[config.mk]
export PLATFORM = sky130hd
export DESIGN_NAME = adc_dual_spi_seq_flat
export DESIGN_NICKNAME = d
export VERILOG_FILES = /design/src/rtl/adc_dual_spi_seq_if.sv /design/src/rtl/adc_dual_spi_seq.sv /design/src/flat_wrapper.sv
export SDC_FILE = /design/constraint.sdc
export NUM_CORES = 1
export LEC_CHECK = 0
export CAP_MARGIN = 20
export CORE_MARGIN = 5
export CORE_UTILIZATION = 35
export DETAILED_ROUTE_END_ITERATION = 12
export PLACE_DENSITY = 0.62
export SLEW_MARGIN = 10
export SYNTH_ARGS = -nofsm -noshare
export SYNTH_HDL_FRONTEND = slang
export SYNTH_SLANG_ARGS = --single-unit
[constraint.sdc]
create_clock -name sys_clk -period 2.5 [get_ports sys_clk]
set_input_delay 0.75 -clock sys_clk [delete_from_list [all_inputs] [get_ports sys_clk]]
set_output_delay 0.75 -clock sys_clk [all_outputs]
set_load 0.02 [all_outputs]
[src/rtl/adc_dual_spi_seq_if.sv]
// Pin bundle toward a dual simultaneous-sampling SPI ADC plus the tagged A/B
// result stream handed to downstream capture logic.
interface adc_dual_spi_seq_if #(
    parameter int DATA_W = 12,
    parameter int CH_W   = 3
);
    logic              cs_n;
    logic              sck;
    logic [CH_W-1:0]   addr;
    logic              ad_range;
    logic              ad_diff;
    logic              outa;
    logic              outb;
    logic              smp_valid;
    logic [CH_W-1:0]   smp_ch;
    logic [DATA_W-1:0] smp_a;
    logic [DATA_W-1:0] smp_b;
    logic              smp_lead_err;

    modport master (
        output cs_n, sck, addr, ad_range, ad_diff,
        output smp_valid, smp_ch, smp_a, smp_b, smp_lead_err,
        input  outa, outb
    );

    modport slave (
        input  cs_n, sck, addr, ad_range, ad_diff,
        input  smp_valid, smp_ch, smp_a, smp_b, smp_lead_err,
        output outa, outb
    );
endinterface

[src/rtl/adc_dual_spi_seq.sv]
// Scan controller and serial reader for a dual-line SPI ADC: walks the masked
// channel pairs, frames each conversion with CS/SCK and emits tagged results.
module adc_dual_spi_seq #(
    parameter int DATA_W     = 12,
    parameter int LEAD_ZEROS = 2,
    parameter int CLK_DIV    = 2,
    parameter int NUM_PAIRS  = 6,
    parameter int CH_W       = 3,
    parameter int QUIET_CYC  = 4
) (
    input  logic                 sys_clk,
    input  logic                 rst_n,
    input  logic                 enable,
    input  logic                 trig,
    input  logic [NUM_PAIRS-1:0] ch_mask,
    input  logic                 range_sel,
    input  logic                 diff_sel,
    output logic                 busy,
    output logic                 scan_done,
    adc_dual_spi_seq_if.master   bus
);
    localparam int FRAME_SCK = LEAD_ZEROS + DATA_W;
    localparam int DIV_W     = $clog2(CLK_DIV + 1);
    localparam int BIT_W     = $clog2(FRAME_SCK + 1);
    localparam int QUIET_W   = $clog2(QUIET_CYC + 1);
    localparam logic [DIV_W-1:0]     DIV_LAST   = DIV_W'(CLK_DIV - 1);
    localparam logic [BIT_W-1:0]     BIT_LAST   = BIT_W'(FRAME_SCK);
    localparam logic [QUIET_W-1:0]   QUIET_LAST = QUIET_W'(QUIET_CYC - 1);
    localparam logic [FRAME_SCK-1:0] LEAD_MASK  = ~({FRAME_SCK{1'b1}} >> LEAD_ZEROS);

    typedef enum logic [1:0] {
        ST_IDLE  = 2'd0,
        ST_SETUP = 2'd1,
        ST_FRAME = 2'd2,
        ST_DONE  = 2'd3
    } state_t;

    // {found, index} of the lowest set mask bit whose index is >= floor_idx
    function automatic logic [CH_W:0] pick_pair(input logic [NUM_PAIRS-1:0] mask,
                                                input logic [CH_W:0]        floor_idx);
        logic [CH_W:0] res;
        res = '0;
        for (int i = NUM_PAIRS - 1; i >= 0; i--) begin
            if (mask[i] && ((CH_W+1)'(i) >= floor_idx)) begin
                res = {1'b1, CH_W'(i)};
            end
        end
        return res;
    endfunction

    state_t                 state_q, state_d;
    logic [DIV_W-1:0]       div_q, div_d;
    logic [BIT_W-1:0]       bit_q, bit_d;
    logic [QUIET_W-1:0]     quiet_q, quiet_d;
    logic [NUM_PAIRS-1:0]   scan_mask_q, scan_mask_d;
    logic [FRAME_SCK-1:0]   sha_q, sha_d, shb_q, shb_d;
    logic                   cs_n_q, cs_n_d, sck_q, sck_d;
    logic [CH_W-1:0]        addr_q, addr_d;
    logic                   range_q, diff_q;
    logic                   busy_q, busy_d;
    logic                   smp_valid_q, smp_valid_d;
    logic [CH_W-1:0]        smp_ch_q, smp_ch_d;
    logic [DATA_W-1:0]      smp_a_q, smp_a_d, smp_b_q, smp_b_d;
    logic                   lead_err_q, lead_err_d;
    logic                   scan_done_q, scan_done_d;
    logic [CH_W:0]          first_pick_s, next_pick_s;

    // Next-state and output-register logic of the scan FSM
    always_comb begin
        state_d     = state_q;
        div_d       = div_q;
        bit_d       = bit_q;
        quiet_d     = quiet_q;
        scan_mask_d = scan_mask_q;
        sha_d       = sha_q;
        shb_d       = shb_q;
        cs_n_d      = cs_n_q;
        sck_d       = sck_q;
        addr_d      = addr_q;
        smp_valid_d = 1'b0;
        smp_ch_d    = smp_ch_q;
        smp_a_d     = smp_a_q;
        smp_b_d     = smp_b_q;
        lead_err_d  = lead_err_q;
        scan_done_d = 1'b0;
        first_pick_s = pick_pair(ch_mask, '0);
        next_pick_s  = pick_pair(scan_mask_q, {1'b0, addr_q} + (CH_W+1)'(1));

        case (state_q)
            ST_IDLE: begin
                cs_n_d = 1'b1;
                sck_d  = 1'b1;
                if ((enable || trig) && first_pick_s[CH_W]) begin
                    scan_mask_d = ch_mask;
                    addr_d      = first_pick_s[CH_W-1:0];
                    quiet_d     = '0;
                    state_d     = ST_SETUP;
                end else begin
                    state_d = ST_IDLE;
                end
            end
            ST_SETUP: begin
                if (quiet_q == QUIET_LAST) begin
                    cs_n_d  = 1'b0;
                    div_d   = '0;
                    bit_d   = '0;
                    state_d = ST_FRAME;
                end else begin
                    quiet_d = quiet_q + QUIET_W'(1);
                end
            end
            ST_FRAME: begin
                if (div_q == DIV_LAST) begin
                    div_d = '0;
                    if (!sck_q) begin
                        // rising SCK edge: ADC data has been stable for a half period
                        sck_d = 1'b1;
                        sha_d = {sha_q[FRAME_SCK-2:0], bus.outa};
                        shb_d = {shb_q[FRAME_SCK-2:0], bus.outb};
                        bit_d = bit_q + BIT_W'(1);
                    end else if (bit_q == BIT_LAST) begin
                        cs_n_d      = 1'b1;
                        smp_valid_d = 1'b1;
                        smp_ch_d    = addr_q;
                        smp_a_d     = sha_q[DATA_W-1:0];
                        smp_b_d     = shb_q[DATA_W-1:0];
                        lead_err_d  = (|(sha_q & LEAD_MASK)) | (|(shb_q & LEAD_MASK));
                        scan_done_d = ~next_pick_s[CH_W];
                        state_d     = ST_DONE;
                    end else begin
                        sck_d = 1'b0;
                    end
                end else begin
                    div_d = div_q + DIV_W'(1);
                end
            end
            ST_DONE: begin
                quiet_d = '0;
                if (next_pick_s[CH_W]) begin
                    addr_d  = next_pick_s[CH_W-1:0];
                    state_d = ST_SETUP;
                end else if (enable && first_pick_s[CH_W]) begin
                    scan_mask_d = ch_mask;
                    addr_d      = first_pick_s[CH_W-1:0];
                    state_d     = ST_SETUP;
                end else begin
                    state_d = ST_IDLE;
                end
            end
            default: begin
                cs_n_d  = 1'b1;
                sck_d   = 1'b1;
                state_d = ST_IDLE;
            end
        endcase

        busy_d = (state_d != ST_IDLE);
    end

    // State and output registers; reset forces the bus idle mid-frame
    always_ff @(posedge sys_clk or negedge rst_n) begin
        if (!rst_n) begin
            state_q     <= ST_IDLE;
            div_q       <= '0;
            bit_q       <= '0;
            quiet_q     <= '0;
            scan_mask_q <= '0;
            sha_q       <= '0;
            shb_q       <= '0;
            cs_n_q      <= 1'b1;
            sck_q       <= 1'b1;
            addr_q      <= '0;
            range_q     <= 1'b0;
            diff_q      <= 1'b0;
            busy_q      <= 1'b0;
            smp_valid_q <= 1'b0;
            smp_ch_q    <= '0;
            smp_a_q     <= '0;
            smp_b_q     <= '0;
            lead_err_q  <= 1'b0;
            scan_done_q <= 1'b0;
        end else begin
            state_q     <= state_d;
            div_q       <= div_d;
            bit_q       <= bit_d;
            quiet_q     <= quiet_d;
            scan_mask_q <= scan_mask_d;
            sha_q       <= sha_d;
            shb_q       <= shb_d;
            cs_n_q      <= cs_n_d;
            sck_q       <= sck_d;
            addr_q      <= addr_d;
            range_q     <= range_sel;
            diff_q      <= diff_sel;
            busy_q      <= busy_d;
            smp_valid_q <= smp_valid_d;
            smp_ch_q    <= smp_ch_d;
            smp_a_q     <= smp_a_d;
            smp_b_q     <= smp_b_d;
            lead_err_q  <= lead_err_d;
            scan_done_q <= scan_done_d;
        end
    end

    assign bus.cs_n         = cs_n_q;
    assign bus.sck          = sck_q;
    assign bus.addr         = addr_q;
    assign bus.ad_range     = range_q;
    assign bus.ad_diff      = diff_q;
    assign bus.smp_valid    = smp_valid_q;
    assign bus.smp_ch       = smp_ch_q;
    assign bus.smp_a        = smp_a_q;
    assign bus.smp_b        = smp_b_q;
    assign bus.smp_lead_err = lead_err_q;
    assign busy             = busy_q;
    assign scan_done        = scan_done_q;
endmodule

[src/flat_wrapper.sv]
// flat-port wrapper written by rule: the top's interface ports become plain ports
module adc_dual_spi_seq_flat 
#(
    parameter int DATA_W     = 12,
    parameter int LEAD_ZEROS = 2,
    parameter int CLK_DIV    = 2,
    parameter int NUM_PAIRS  = 6,
    parameter int CH_W       = 3,
    parameter int QUIET_CYC  = 4
)
  (sys_clk, rst_n, enable, trig, ch_mask, range_sel, diff_sel, busy, scan_done, bus_cs_n, bus_sck, bus_addr, bus_ad_range, bus_ad_diff, bus_smp_valid, bus_smp_ch, bus_smp_a, bus_smp_b, bus_smp_lead_err, bus_outa, bus_outb);
  adc_dual_spi_seq_if #(.DATA_W(DATA_W), .CH_W(CH_W)) bus_i ();
  input  logic sys_clk;
  input  logic rst_n;
  input  logic enable;
  input  logic trig;
  input  logic [NUM_PAIRS-1:0] ch_mask;
  input  logic range_sel;
  input  logic diff_sel;
  output logic busy;
  output logic scan_done;
  output wire logic [$bits(bus_i.cs_n)-1:0] bus_cs_n;
  output wire logic [$bits(bus_i.sck)-1:0] bus_sck;
  output wire logic [$bits(bus_i.addr)-1:0] bus_addr;
  output wire logic [$bits(bus_i.ad_range)-1:0] bus_ad_range;
  output wire logic [$bits(bus_i.ad_diff)-1:0] bus_ad_diff;
  output wire logic [$bits(bus_i.smp_valid)-1:0] bus_smp_valid;
  output wire logic [$bits(bus_i.smp_ch)-1:0] bus_smp_ch;
  output wire logic [$bits(bus_i.smp_a)-1:0] bus_smp_a;
  output wire logic [$bits(bus_i.smp_b)-1:0] bus_smp_b;
  output wire logic [$bits(bus_i.smp_lead_err)-1:0] bus_smp_lead_err;
  input wire logic [$bits(bus_i.outa)-1:0] bus_outa;
  input wire logic [$bits(bus_i.outb)-1:0] bus_outb;
  assign bus_cs_n = bus_i.cs_n;
  assign bus_sck = bus_i.sck;
  assign bus_addr = bus_i.addr;
  assign bus_ad_range = bus_i.ad_range;
  assign bus_ad_diff = bus_i.ad_diff;
  assign bus_smp_valid = bus_i.smp_valid;
  assign bus_smp_ch = bus_i.smp_ch;
  assign bus_smp_a = bus_i.smp_a;
  assign bus_smp_b = bus_i.smp_b;
  assign bus_smp_lead_err = bus_i.smp_lead_err;
  assign bus_i.outa = bus_outa;
  assign bus_i.outb = bus_outb;
  adc_dual_spi_seq #(.DATA_W(DATA_W), .LEAD_ZEROS(LEAD_ZEROS), .CLK_DIV(CLK_DIV), .NUM_PAIRS(NUM_PAIRS), .CH_W(CH_W), .QUIET_CYC(QUIET_CYC)) u_core (.sys_clk(sys_clk), .rst_n(rst_n), .enable(enable), .trig(trig), .ch_mask(ch_mask), .range_sel(range_sel), .diff_sel(diff_sel), .busy(busy), .scan_done(scan_done), .bus(bus_i));
endmodule
== After elaboration in Yosys (flattened, before gate mapping) ==
Cells that the tools add are included.

* Add/sub/neg operators: 4
* $mul: 0
* Div/mod/pow operators: 0
* Order comparisons: 6
* Equality and inequality tests: 16
* Shift operators: 0
* Muxes and demuxes: 54
* Bitwise gates (word level): 3
* Reduce and logical (&&, ||, !) cells: 27

{| class="wikitable"
|+ Operators by type and width
! operator !! number
|-
| $mux 4 || 15
|-
| $mux 6 || 3
|-
| $mux 1 || 16
|-
| $mux 3 || 5
|-
| $mux 2 || 7
|-
| $ne 2x1->1 const B || 6
|-
| $pmux 6 s2 || 1
|-
| $reduce_and 4->1 || 3
|-
| $pmux 3 s3 || 1
|-
| $reduce_and 3->1 || 3
|-
| $ge 1x4->1 const A || 2
|-
| $ge 2x4->1 const A || 2
|-
| $ge 3x4->1 const A || 2
|-
| $logic_and 1x1->1 || 8
|-
| $pmux 2 s4 || 1
|-
| $pmux 4 s2 || 1
|-
| $reduce_bool 2->1 || 4
|-
| $ne 2x2->1 const B || 3
|-
| $pmux 3 s2 || 1
|-
| $reduce_bool 3->1 || 2
|-
| $reduce_and 5->1 || 1
|-
| $add 3x1->4 const B || 1
|-
| $add 4x1->4 const B || 1
|-
| $eq 2x1->1 const B || 2
|-
| 15 further kinds || 19
|}

* Register bits after elaboration: 83
* Latch bits: 0
* RAM bits: 0
* Bits in read-only memories: 0
* Bits of input ports: 14
* Output and inout port bits: 38
* Word-level logic and storage cells: 129
* Memories kept: 0

== Longest topological paths before layout ==
Gate-level depths: netlist of run 1.

* Depth after elaboration: 14
* Gate-level depth with buffers: 8
* Mapped depth without buffers: 7

== Worst setup path after synthesis of run 1 ==
OpenSTA, ideal clock, no wires.

* Kind: reg2reg
* Start point: register u_core.addr_q[0], in the netlist u_core.bus.addr[0]
* End point: register u_core.scan_mask_q[2]
* Setup time: 0.125 ns
* Arrival: 2.207 ns
* Required time: 2.375 ns
* Path slack: 0.168 ns
* Stages on the path, launching flop included: 8
* Path buffers: 0
* Period minus slack after synthesis: 2.332 ns
* Cell sequence: dfrtp_1 > inv_1 > ha_1 > a21o_1 > a211oi_1 > o211ai_1 > a21oi_2 > mux2_4

* Cells in the longest elaborated chain, start to end: 11
* Elaborated cells between the ends (all ways): 21
* Those cells by class: add/sub (1); order compare (6); eq/ne (1); mux (6); reduce/logical (7)

{| class="wikitable"
|+ Ends and longest elaborated chain
! item !! RTL line !! RTL
|-
| start, declared || adc_dual_spi_seq.sv:58 || <nowiki>logic [CH_W-1:0] addr_q, addr_d;</nowiki>
|-
| start signal, assigned || adc_dual_spi_seq.sv:192 || <nowiki>addr_q <= addr_d;</nowiki>
|-
| $add 3x1->4 * || adc_dual_spi_seq.sv:87 || <nowiki>next_pick_s = pick_pair(scan_mask_q, {1'b0, addr_q} + (CH_W+1)'(1));</nowiki>
|-
| $ge 3x4->1 || adc_dual_spi_seq.sv:44 || <nowiki>if (mask[i] && ((CH_W+1)'(i) >= floor_idx)) begin</nowiki>
|-
| $logic_and 1x1->1 || adc_dual_spi_seq.sv:44 ||
|-
| $mux 4 (5 in a row) || adc_dual_spi_seq.sv:44 ||
|-
| $mux 4 * || adc_dual_spi_seq.sv:44 ||
|-
| $ne 2x2->1 (no source line) * || - ||
|-
| $reduce_and 4->1 (no source line) * || - ||
|-
| end signal, assigned || adc_dual_spi_seq.sv:187 || <nowiki>scan_mask_q <= scan_mask_d;</nowiki>
|-
| end, declared || adc_dual_spi_seq.sv:55 || <nowiki>logic [NUM_PAIRS-1:0] scan_mask_q, scan_mask_d;</nowiki>
|}

Mark *: on every way between the ends. The rest lies on a longest branch, timed or not.
A chain may end at the register's enable or synchronous reset.

== Final worst setup path of run 1 ==
* Start point: input port ch_mask[0]
* End point: register u_core.addr_q[1], in the netlist u_core.bus.addr[1]

* Cells in the longest elaborated chain, start to end: 4
* Elaborated cells between the ends (all ways): 10
* Those cells by class: eq/ne (2); mux (5); reduce/logical (3)

{| class="wikitable"
|+ Ends and longest elaborated chain
! item !! RTL line !! RTL
|-
| start, declared || flat_wrapper.sv:17 || <nowiki>input logic [NUM_PAIRS-1:0] ch_mask;</nowiki>
|-
| $mux 4 * || adc_dual_spi_seq.sv:44 ||
|-
| $mux 3 (tied with other cells) || adc_dual_spi_seq.sv:142 || <nowiki>end else if (enable && first_pick_s[CH_W]) begin</nowiki>
|-
| $mux 3 (tied with other cells) || adc_dual_spi_seq.sv:139 || <nowiki>if (next_pick_s[CH_W]) begin</nowiki>
|-
| $pmux 3 s2 / $reduce_and 3->1 (equally long branches) || - ||
|}

Mark *: on every way between the ends. The rest lies on a longest branch, timed or not. The select of a mux whose other input is x is not followed.

==> results of run 1 <==
-- layout by cell type (no fill, tap or decap), types with 2 or more instances in the layout --
master           count
a211oi_1             2
a21o_1               6
a21oi_1             12
a22o_1               3
a22oi_1              3
and2_1               3
buf_4               23
clkbuf_1             3
clkbuf_8             9
clkdlybuf4s50_1     50
dfrtp_1             81
dfstp_2              2
ha_1                12
inv_1               12
mux2_2              28
mux2_4               7
nand2_1             89
nand2b_1             3
nand3_1              2
nand4b_1             2
nor2_1               8
nor2b_1              6
nor3_1               4
nor4_1               2
o211ai_1             2
o21ai_0             11
o21ai_1              3
o22ai_1              3
o31ai_1              2
o32a_1               2
-- metrics by stage --
step	setup slack [ns]	instance area [µm²]
2_1_floorplan	0.168	3810
4_1_cts	0.0522	4810
5_1_grt	0.00317	4820
3_3_place_gp	-0.294	4620
3_5_place_dp	-0.331	4620
6_report	0.0351	4820
-- final timing paths --
kind	from	to	slack (ns)	cells after the start
min	rst_n	u_core.sha_q[8]	0.31	1
max in group asynchronous	rst_n	u_core.bus.sck	1.51	2
max reg2reg	u_core.bus.addr[1]	u_core.scan_mask_q[4]	0.25	7
min in group sys_clk	u_core.bus.smp_a[9]	u_core.bus.smp_a[9]	0.47	2
min reg2reg	u_core.bus.smp_a[9]	u_core.bus.smp_a[9]	0.47	2
max	ch_mask[0]	u_core.bus.addr[1]	0.04	6
-- logic make-up after synthesis --
kind of cell	Yosys count	share of synthesized area
flip-flops	83	0.546
adder cells (fa/ha/maj)	12	0.0394
AO/OA/AOI/OAI	65	0.124
XOR/XNOR	1	0.00230
multiplexers	35	0.110
AND/OR/NAND/NOR	128	0.150
buffers and inverters	27	0.0279
-- area by class of cell --
cell class | instances | share of cell area
Clock inverter | 4 | 0.0106
Multi-Input combinational cell | 241 | 0.339
Inverter | 13 | 0.0101
Sequential cell | 83 | 0.432
Tap cell | 140 | 0.0364
Timing Repair Buffer | 74 | 0.144
Clock buffer | 12 | 0.0281
-- routing by layer --
metal / routed length [µm] / up-vias
met5: 0 / -
met4: 95 / 0
met3: 404 / 9
met2: 3520 / 65
met1: 3610 / 1313
li1: - / 1355
-- power groups by stage --
| stage | Clock [mW] | Sequential, mW | Combinational, mW |
|---|---|---|---|
| after floorplan | 0 | 1.42 | 0.0836 |
| after global placement | 0 | 1.42 | 0.194 |
| after detailed placement | 0 | 1.42 | 0.197 |
| after CTS | 0.971 | 1.39 | 0.198 |
| after global routing | 1.03 | 1.40 | 0.217 |
| final | 0.939 | 1.39 | 0.194 |
-- sequential cells by signal, summed over array words and instances (netlist names) --
register,flops
u_core.quiet_q,3
u_core.state_q,2
u_core.bus.sck,1
u_core.bus.smp_valid,1
u_core.scan_done,1
u_core.bus.ad_diff,1
u_core.div_q,2
u_core.bus.smp_b,12
u_core.bus.smp_a,12
u_core.bus.smp_ch,3
u_core.sha_q,14
u_core.scan_mask_q,6
u_core.bit_q,4
u_core.bus.addr,3
u_core.busy,1
u_core.bus.cs_n,1
u_core.bus.ad_range,1
u_core.bus.smp_lead_err,1
u_core.shb_q,14
==> metrics.md, run 1 <==
| Metric | Value |
|---|---|
| Outcome | `completed` |
| Post_cts resized | `0` |
| Sequential share of power | `0.552` |
| Maximum clock rate | `406 MHz` |
| Measured slew at the worst slew-check pin | `0.446 ns` |
| Post-synth EDFFs | `0` |
| Total negative slack | `0 ns` |
| TritonRoute pass-1 iters | `4` |
| I/O Pins | `52` |
| Area contributors post-synth | `dfrtp_1 (53%), nand2_1 (8.8%), mux2_2 (8.3%)` |
| Diodes inserted | `0` |
| Max incr delay on CP | `0.58 ns` |
| Clk network pwr share | `0.371` |
| Crit path max-delay family | `simple AND/OR/NAND/NOR gates` |
| Vias/cell | `4.84` |
| Dpl hpwl | `5250 µm` |
| Max cap viols | `0` |
| Cell breakdown of the critical path | `clkdlybuf4s50_1 > or4_4 > o31a_1 > nand2b_4 > o21ba_4 > mux2_4` |
| P_sw | `0.595 mW` |
| Chip Width | `114 µm` |
| Min-delay worst type | `input pin to asynchronous set/reset pin` |
| GRT busiest layer | `met2` |
| Vias in the first global route | `2728` |
| CTS buffer count | `9` |
| Avg Cell Area, Syn | `10.9 µm²` |
| Buffers on Ports | `51` |
| Root Driver | `clkbuf_8` |
| FP Rows | `38` |
| CTS tree | `built` |
| Worst Clk Skew | `0.00668 ns` |
| Pin count of the biggest net entering global routing | `58` |
| Sequential share of the synthesized area | `0.546` |
| GP Congestion | `0.813` |
| Max Slew Vio Count | `0` |
| Switching Share | `0.235` |
| Clock-pin slew on the worst setup and hold paths | `0.08 ns` |
| Global routing usage on met2 | `0.199` |
| Kind of critical path | `input pin to flop` |
| Antenna-violating nets left | `0` |
| Iter 0 DRT Violations | `215` |
| Type of element launching the critical path | `input pin` |
| Critical Path End Type | `flop` |
| Share of layout cells above drive strength 1 | `0.197` |
| Fin Hold WS | `0.312 ns` |
| Global-route wire length before repair | `12900 µm` |
| Cell count after synthesis | `351` |
| # clock sinks | `83` |
| Post-Layout Cell Count | `567` |
| Worst vdd ir | `0.000231 V` |
| Count leader, synth | `nand2_1` |
| Util after Layout | `0.448` |
| Yosys cell types | `54` |
| Gr usage total | `0.124` |
| Post-CTS setup buffers | `0` |
| DR DRC count | `0` |
| Combinational Power Share | `0.077` |
| Filler cells | `1020` |
| P per Cell Area | `525 mW/mm²` |
| Pwr Total | `2.53 mW` |
| Post-synth top area share | `0.532` |
| Tmin final | `2.46 ns` |
| Internal power | `1.93 mW` |
| Endpoints failing setup | `0` |
| Area of the multi-input gates | `0.00163 mm²` |
| Met3 Use GR | `0.0391` |
| Ys flop type | `dfrtp_1` |
| Remaining Overflow, GRT | `0` |
| Sequential cell area | `0.00208 mm²` |
| Syn Nets | `377` |
| CP Max Fanout | `3` |
| Area grow syn2layout | `26.4%` |
| Met1 Resource Use GR | `0.158` |
| Clk_lat worst skew | `0.35 ns` |
| Mapped Area | `0.00381 mm²` |
| Initial core utilization | `0.355` |
| Via count | `2742` |
| Worst EP required | `2.74 ns` |
| Relative slew slack | `0.703` |
| Final period util | `0.986` |
| RSZ-0062 raised after global routing | `no` |
| Die Height | `114 µm` |
| Avg WL per Cell | `13.5 µm` |
| Core Area | `0.0107 mm²` |
| Deepest clock path buffer count | `2` |
| Cts hold-fix bufs | `0` |
| Synthesized flop and latch total | `83` |
| Htree depth | `3` |
| CP bufs+invs | `1` |
| Yosys top cell by area | `dfrtp_1` |
| Die ar. | `0.0131 mm²` |
| Post-synth top cells | `nand2_1 (89), dfrtp_1 (81), mux2_2 (28)` |
| Arrival time at the worst endpoint | `2.70 ns` |
| Routed WL | `7640 µm` |
| Final hold vios | `0` |
| YS warnings | `0` |
| Fin nets | `448` |
| Async set-or-reset flop fraction in the synthesized netlist | `1.00` |
| Leakage | `2.22 nW` |
| Initial antenna violation count | `0` |
| Critical path's slowest cell | `or4_4` |
| DP Cell Count | `551` |
Power figures use the tool's default switching activity.
==> inputs of run 2 (changes only) <==
CAP_MARGIN = not set   (was 20)
==> results of run 2 <==
The final DEF is identical to that of run 1; final timing and power are the same.
==> inputs of run 3 (changes only) <==
CORE_MARGIN = not set   (was 5)
==> run 3 against run 2 <==
Effect of this change: final cell count decreased by 1.1%; combinational power shrank 3%; critical endpoint is now bus_sck; critical path depth is 5 lower; first-iteration DRC count shrank 39%; largest cell class unchanged; sequential share of layout area shrank 0.40 points; clock-buffer cell count decreased by 2; clock power grew 17%; maximum frequency is 3.1% higher; routed wire length decreased by 2.2%.
==> metrics.md, run 3 (synthesis gave the netlist of run 1 again) <==
| Metric | Value |
|---|---|
| Clk_lat worst skew | `0.35 ns` |
| Measured slew at the worst slew-check pin | `0.507 ns` |
| Die Height | `106 µm` |
| Root Driver | `clkbuf_8` |
| Cell breakdown of the critical path | `clkdlybuf4s50_1` |
| Outcome | `completed` |
| Max incr delay on CP | `0.66 ns` |
| Worst flop-to-flop path startpoint | `u_core.bus.addr[1]` |
| Critical Path End Type | `output port` |
| Worst EP required | `1.75 ns` |
| Util after Layout | `0.467` |
| Kind of critical path | `flop to output port` |
| RSZ-0062 raised after global routing | `no` |
| Pwr Total | `2.68 mW` |
| CP Launch Point | `u_core.bus.sck` |
| Global-route wire length before repair | `12800 µm` |
| Post-route cell area | `0.00486 mm²` |
| Core Area | `0.0104 mm²` |
| FP Rows | `37` |
| Diodes inserted | `0` |
| TritonRoute pass-1 iters | `4` |
| P per Cell Area | `551 mW/mm²` |
| Max Slew Vio Count | `0` |
| CTS buffer count | `9` |
| Post-CTS setup buffers | `0` |
| Pin count of the biggest net entering global routing | `84` |
| Initial core utilization | `0.366` |
| Htree depth | `3` |
| I/O Pins | `52` |
| Share of layout cells above drive strength 1 | `0.200` |
| Iter 0 DRT Violations | `132` |
| Vias/cell | `4.82` |
| Worst vdd ir | `0.000318 V` |
| CP Max Fanout | `12` |
| Gr usage total | `0.143` |
| Final period util | `0.956` |
| CP bufs+invs | `1` |
| Routed WL | `7470 µm` |
| Crit path max-delay family | `flip-flops` |
| Most common cell after layout, fill and taps aside | `nand2_1` |
| Buffers on Ports | `51` |
| Min-delay worst type | `input pin to asynchronous set/reset pin` |
| Vias in the first global route | `2739` |
| GP Congestion | `0.774` |
| Total negative slack | `0 ns` |
| # clock sinks | `83` |
| Dpl hpwl | `5230 µm` |
| Relative slew slack | `0.662` |
| Deepest clock path buffer count | `2` |
| Fin Hold WS | `0.417 ns` |
| Remaining Overflow, GRT | `0` |
| Commonest cells after routing, fill and taps aside | `nand2_1 (89), dfrtp_1 (81), clkdlybuf4s50_1 (47)` |
| Maximum clock rate | `418 MHz` |
| Avg WL per Cell | `13.3 µm` |
| Antenna-violating nets left | `0` |
| Via count | `2703` |
| Area grow syn2layout | `27.6%` |
| Endpoints failing setup | `0` |
| Critical path's slowest cell | `dfstp_2` |
| DR DRC count | `0` |
| Die ar. | `0.0113 mm²` |
| Tmin final | `2.39 ns` |
| Type of element launching the critical path | `flop` |
| Max cap viols | `0` |
| Arrival time at the worst endpoint | `1.64 ns` |
| Final hold vios | `0` |
| Fin nets | `446` |
| Cts hold-fix bufs | `0` |
| Top flop regs | `u_core.sha_q (14), u_core.shb_q (14)` |
| Clock-pin slew on the worst setup and hold paths | `0.09 ns` |
| Leakage | `2.27 nW` |
| Chip Width | `106 µm` |
| Placed inst area | `0.00462 mm²` |
| Worst Clk Skew | `0.0151 ns` |
| Initial antenna violation count | `0` |
| CTS tree | `built` |
-- run 3: area by class of cell --
cell class / instances / area, µm²
fillers: 991 / 5550
flip-flops and latches: 83 / 2080
inverters: 13 / 48.8
clock inverters: 6 / 93.8
multi-input cells: 241 / 1630
well taps: 136 / 170
clock buffers: 10 / 138
repair buffers: 72 / 698
-- run 3: final timing paths --
check / to / slack, ns / cells after the start
min reg2reg: u_core.bus.smp_a[3] / 0.48 / 2
min: u_core.bus.smp_a[5] / 0.42 / 2
max in group asynchronous: u_core.bus.sck / 1.71 / 2
min in group sys_clk: u_core.bus.smp_a[3] / 0.48 / 2
max reg2reg: u_core.scan_mask_q[0] / 0.25 / 6
max: bus_sck / 0.11 / 1
-- run 3: what timing repair did --
item | in CTS | in global routing
endpoints found under the hold margin | 0 | 0
gates resized for setup | 0 | 4
endpoints found under the setup margin | 0 | 7
-- run 3: per-stage QoR --
step                setup WS (ns)  cells
finish                      0.110    561
global route               0.0303    561
CTS                        0.0444    561
detailed placement         -0.332    545
global placement           -0.292    545
floorplan                   0.168    351
-- run 3: power by group --
group	internal, mW	switching [mW]
registers	1.37	0.0251
logic	0.0960	0.0923
clock network	0.599	0.500
-- run 3: worst register-to-register path: cells and delay by family, from the launching register on --
kind / cells / cell delay [ns]
mux: 1 / 0.34
fa+ha+maj: 1 / 0.36
compound gates: 4 / 1.01
flops: 1 / 0.43
-- run 3: layer usage --
layer  routed length [µm]  vias to the layer above  GRT usage
met5                    0                        -          0
met4                  108                        0     0.0486
met3                  197                        9     0.0270
met2                 3620                       36      0.241
met1                 3540                     1316      0.183
li1                     -                     1342          -
